File: config.mk
export PLATFORM = sky130hd
export DESIGN_NAME = if_id_stage
export DESIGN_NICKNAME = d
export VERILOG_FILES = /design/src/rtl/if_id_stage.sv
export SDC_FILE = /design/constraint.sdc
export NUM_CORES = 1
export LEC_CHECK = 0
export ABC_AREA = 1
export BUFFER_PORTS_ARGS = -buffer_cell sky130_fd_sc_hd__buf_4
export CORE_MARGIN = 1
export CORE_UTILIZATION = 35
export DETAILED_ROUTE_END_ITERATION = 8
export GPL_TIMING_DRIVEN = 0
export MAX_ROUTING_LAYER = met4
export PLACE_DENSITY = 0.61
export SLEW_MARGIN = 5
export SYNTH_ARGS = -nofsm -noshare
export SYNTH_HDL_FRONTEND = slang
export SYNTH_SLANG_ARGS = --single-unit
File: constraint.sdc
create_clock -name clk -period 1.8 [get_ports clk]
set_clock_uncertainty 0.15 [all_clocks]
set_input_delay 0.36 -clock clk [delete_from_list [all_inputs] [get_ports clk]]
set_output_delay 0.36 -clock clk [all_outputs]
set_load 0.01 [all_outputs]
File: src/rtl/if_id_stage.sv
// rtl/if_id_stage.sv - IF/ID pipeline register with load-use hazard detection; optional stall counter under STALL_CNT_EN
module if_id_stage (
    input  logic        clk,
    input  logic        rst_n,
    input  logic [31:0] PCplus4In,
    input  logic [31:0] InstrIn,
    input  logic        ID_EXE_MemRead,
    input  logic [4:0]  ID_EXE_RtReg,
    input  logic        Flush,
    output logic [31:0] IF_ID_PCplus4,
    output logic [31:0] IF_ID_Instr,
    output logic [4:0]  IF_ID_Rs,
    output logic [4:0]  IF_ID_Rt,
    output logic [4:0]  IF_ID_Rd,
    output logic [4:0]  IF_ID_Shamt,
    output logic [5:0]  IF_ID_Func,
    output logic [4:0]  IF_ID_fmt,
    output logic [4:0]  IF_ID_Ft,
    output logic [4:0]  IF_ID_Fd,
    output logic        IF_ID_Valid,
`ifdef STALL_CNT_EN
    output logic [15:0] StallCount,
`endif
    output logic        PCWrite,
    output logic        Bubble
);

    logic hazard;

    // Field decode is a pure slice of the latched word, so a flushed slot reads all zero
    assign IF_ID_Rs    = IF_ID_Instr[25:21];
    assign IF_ID_Rt    = IF_ID_Instr[20:16];
    assign IF_ID_Rd    = IF_ID_Instr[15:11];
    assign IF_ID_Shamt = IF_ID_Instr[10:6];
    assign IF_ID_Func  = IF_ID_Instr[5:0];
    assign IF_ID_fmt   = IF_ID_Instr[25:21];
    assign IF_ID_Ft    = IF_ID_Instr[20:16];
    assign IF_ID_Fd    = IF_ID_Instr[10:6];

    // Load-use hazard: a load in ID/EXE writes a register the instruction in IF/ID reads
    always_comb begin
        hazard = IF_ID_Valid && ID_EXE_MemRead && (ID_EXE_RtReg != 5'd0) &&
                 ((ID_EXE_RtReg == IF_ID_Rs) || (ID_EXE_RtReg == IF_ID_Rt));
    end

    // A flush always lets fetch redirect and squashes the decode slot
    assign PCWrite = !hazard || Flush;
    assign Bubble  = hazard || Flush;

    // Pipeline register: flush beats stall beats normal load
    always_ff @(posedge clk or negedge rst_n) begin
        if (!rst_n) begin
            IF_ID_Instr   <= 32'd0;
            IF_ID_PCplus4 <= 32'd0;
            IF_ID_Valid   <= 1'b0;
        end else if (Flush) begin
            IF_ID_Instr   <= 32'd0;
            IF_ID_PCplus4 <= 32'd0;
            IF_ID_Valid   <= 1'b0;
        end else if (!hazard) begin
            IF_ID_Instr   <= InstrIn;
            IF_ID_PCplus4 <= PCplus4In;
            IF_ID_Valid   <= 1'b1;
        end
    end

`ifdef STALL_CNT_EN
    // Saturating count of real stall cycles; a flushed hazard is not a stall
    always_ff @(posedge clk or negedge rst_n) begin
        if (!rst_n) begin
            StallCount <= 16'd0;
        end else if (hazard && !Flush && (StallCount != 16'hFFFF)) begin
            StallCount <= StallCount + 16'd1;
        end
    end
`endif

endmodule

==> run summary <==
mux share of post-synthesis cell area: 0
Crit path top cell by count: nor2_1
vias in the first global route: 3316
CP Class: reg -> out
Syn Nets: 459
status: complete, but fails checks
Slew Limit Fails: 0
CORE AREA: 9240 sq um
Worst Path Max Fanout: 10
Clock Sinks: 65
Yosys top cell by area: dfrtp_1
slowest CP cell: dfrtp_2
most frequent cells in the layout: buf_4, nand2_1, nand3_1
Post-Place Setup Slack: -0.374 ns
Synth area leaders: dfrtp_1, nand4_1, nand3_1, buf_4, nand2_1
failing checks: negative hold slack, negative setup slack
met1 Track Usage GR: 0.267
Final WS setup: -0.340 ns
via count: 3473
DR iter-0 viols: 116
Die Y: 99.6 microns
Ys Warns: 0
GRT Util Overall: 0.214
post-route minimum period: 2.14 ns
Power Density: 685 nW/um^2
Area growth syn-to-layout: 54.5%
Buf/Inv on CP: 2
nature of the critical path endpoint: output pin
largest family of logic cells by synthesized area: simple AND/OR/NAND/NOR gates
Clk pin slew, worst setup/hold paths: 0.08 ns
Ports: 181
Worst Setup Start Kind: flop
XOR/XNOR share of the synthesized area: 0.00526
die width: 99.6 microns
Hold/Removal Path Class: in -> async
WHS: -0.0422 ns
most common cell after layout, fill and taps aside: buf_4
total gr overflow: 0
Slew @ Worst Pin: 0.841 ns
gpl congestion: 0.782
RSZ-0062 raised after global routing: yes
first-pass GRT wire length: 16.3 mm
initial antenna violation count: 0
Seq/Total Area, Yosys: 0.488
Slowest Stage Delay on Critical Path: 0.42 ns
Synth Area in Compound Gates: 0
DR WL/cell: 14.2 microns
Worst slew margin: 0.439
grt peak-use layer: met2
Starting Density: 0.360
DRC Markers: 0
Nets: 661
largest net degree at the start of global routing: 66
global routing usage on met3: 0.0288
largest vdd supply drop: 358 uV
final WL: 10.2 mm
# H-tree levels: 3
# port buffers: 180
Critical Path RT: 1.29 ns
WP data arrival: 1.63 ns
top cell type's share of synthesized area: 0.488
setup violators final: 4
Final HPWL DP: 7.23 mm
share of cells above drive strength 1: 0.472
mean post-synth cell area: 8.63 sq um
Pleak: 2.89 nW
GR Util met2: 0.357
Antenna Nets Post-Route: 0
Yosys reg bits: 65
total die area: 9910 sq um
library cells used by synthesis: 15
Max Buffers Root-to-Sink: 2
Rows: 35
Via density: 4.81
ant diodes: 0
CTS tree: yes
Synth Area in Adders: 0
Core Util, Final: 0.557
Final Hold Viols: 56
maxcap violations: 0
Top delay family on crit path: simple AND/OR/NAND/NOR gates
CTS Buf Count: 9
Post-Syn Area: 3330 sq um
Final Cycle Share: 1.19
clock insertion delay at the later pin of the skew report: 0.34 ns
Pre-antenna DRT Iters: 5
Simple-Gate Fraction of Synth Area: 0.333
root buf cell: clkbuf_8
CP cell instances: nor2_1, nor2_1, nor2_1, nand3_1, nand2_2, nand2_2, buf_6, nand2_1, buf_6
Cells after Synth: 386
max frequency: 467 MHz
[cells in the mapped netlist]
library cell and number:
nand2_1 86, nand3_1 68, dfrtp_1 65, nand4_1 65
buf_4 45, clkbuf_1 10, inv_1 10, nor2_1 9
buf_2 8, buf_6 8, buf_1 5, inv_2 3
xnor2_1 2, clkinv_1 1, nand2_2 1
[sequential cells by signal, indices dropped and copies added, names as in the netlist]
register and cells:
IF_ID_Valid 1, IF_ID_Instr 32, IF_ID_PCplus4 32
[final cells by class]
type                            count  area [sq um]
Clock buffer                       10           128
Multi-Input combinational cell    231          1140
Sequential cell                    65          1630
Tap cell                          129           161
Fill cell                         870          4090
Inverter                           14          52.6
Timing Repair Buffer              194          1460
Buffer                             73           529
Clock inverter                      6          43.8
[final timing paths]
| path | startpoint | to | slack, ns | cells past startpoint |
|---|---|---|---|---|
| max in group asynchronous | rst_n | IF_ID_Instr[18] | 0.94 | 1 |
| min in group clk | InstrIn[6] | IF_ID_Instr[6] | 0.09 | 3 |
| min | rst_n | IF_ID_Instr[6] | -0.04 | 1 |
| min reg2reg | IF_ID_PCplus4[27] | IF_ID_PCplus4[27] | 0.38 | 2 |
| max | IF_ID_Instr[16] | Bubble | -0.34 | 9 |
| max reg2reg | IF_ID_Instr[16] | IF_ID_Instr[13] | 0.05 | 10 |
[per-layer routing]
metal	part of all wire	vias up
li1	-	1684
met1	0.45	1666
met2	0.50	115
met3	0.045	8
met4	0.0093	0
met5	0	-
[per-stage QoR]
stage / cells / area (sq um) / hold slack [ns] / TNS, ns / power, mW
floorplan: 386 / 3330 / -0.0856 / 0 / 1.98
global route: 722 / 5150 / 0.0392 / -3.31 / 3.69
finish: 722 / 5150 / -0.0422 / -0.683 / 3.53
global placement: 695 / 4840 / 0.365 / -3.01 / 2.41
detailed placement: 695 / 4840 / 0.370 / -3.60 / 2.42
CTS: 721 / 5110 / 0.000289 / -0.759 / 3.56
[logic make-up after synthesis]
| kind of cell | after synthesis |
|---|---|
| and+or+nand+nor | 229 |
| xor gates and xnor gates | 2 |
| buffers and inverters | 90 |
| DFF | 65 |
[power breakdown]
part / internal (mW) / switching [mW]
logic: 0.432 / 0.377
clock network: 0.505 / 0.606
registers: 1.54 / 0.0652
[timing repair]
item                       in CTS  in global routing
gates resized for setup         9                  8
setup endpoints to repair       2                 51
hold buffers                    0                  0
gates cloned                    0                  0
pin swaps                       5                  6
setup buffers                  10                  4
Power figures use the tool's default switching activity.
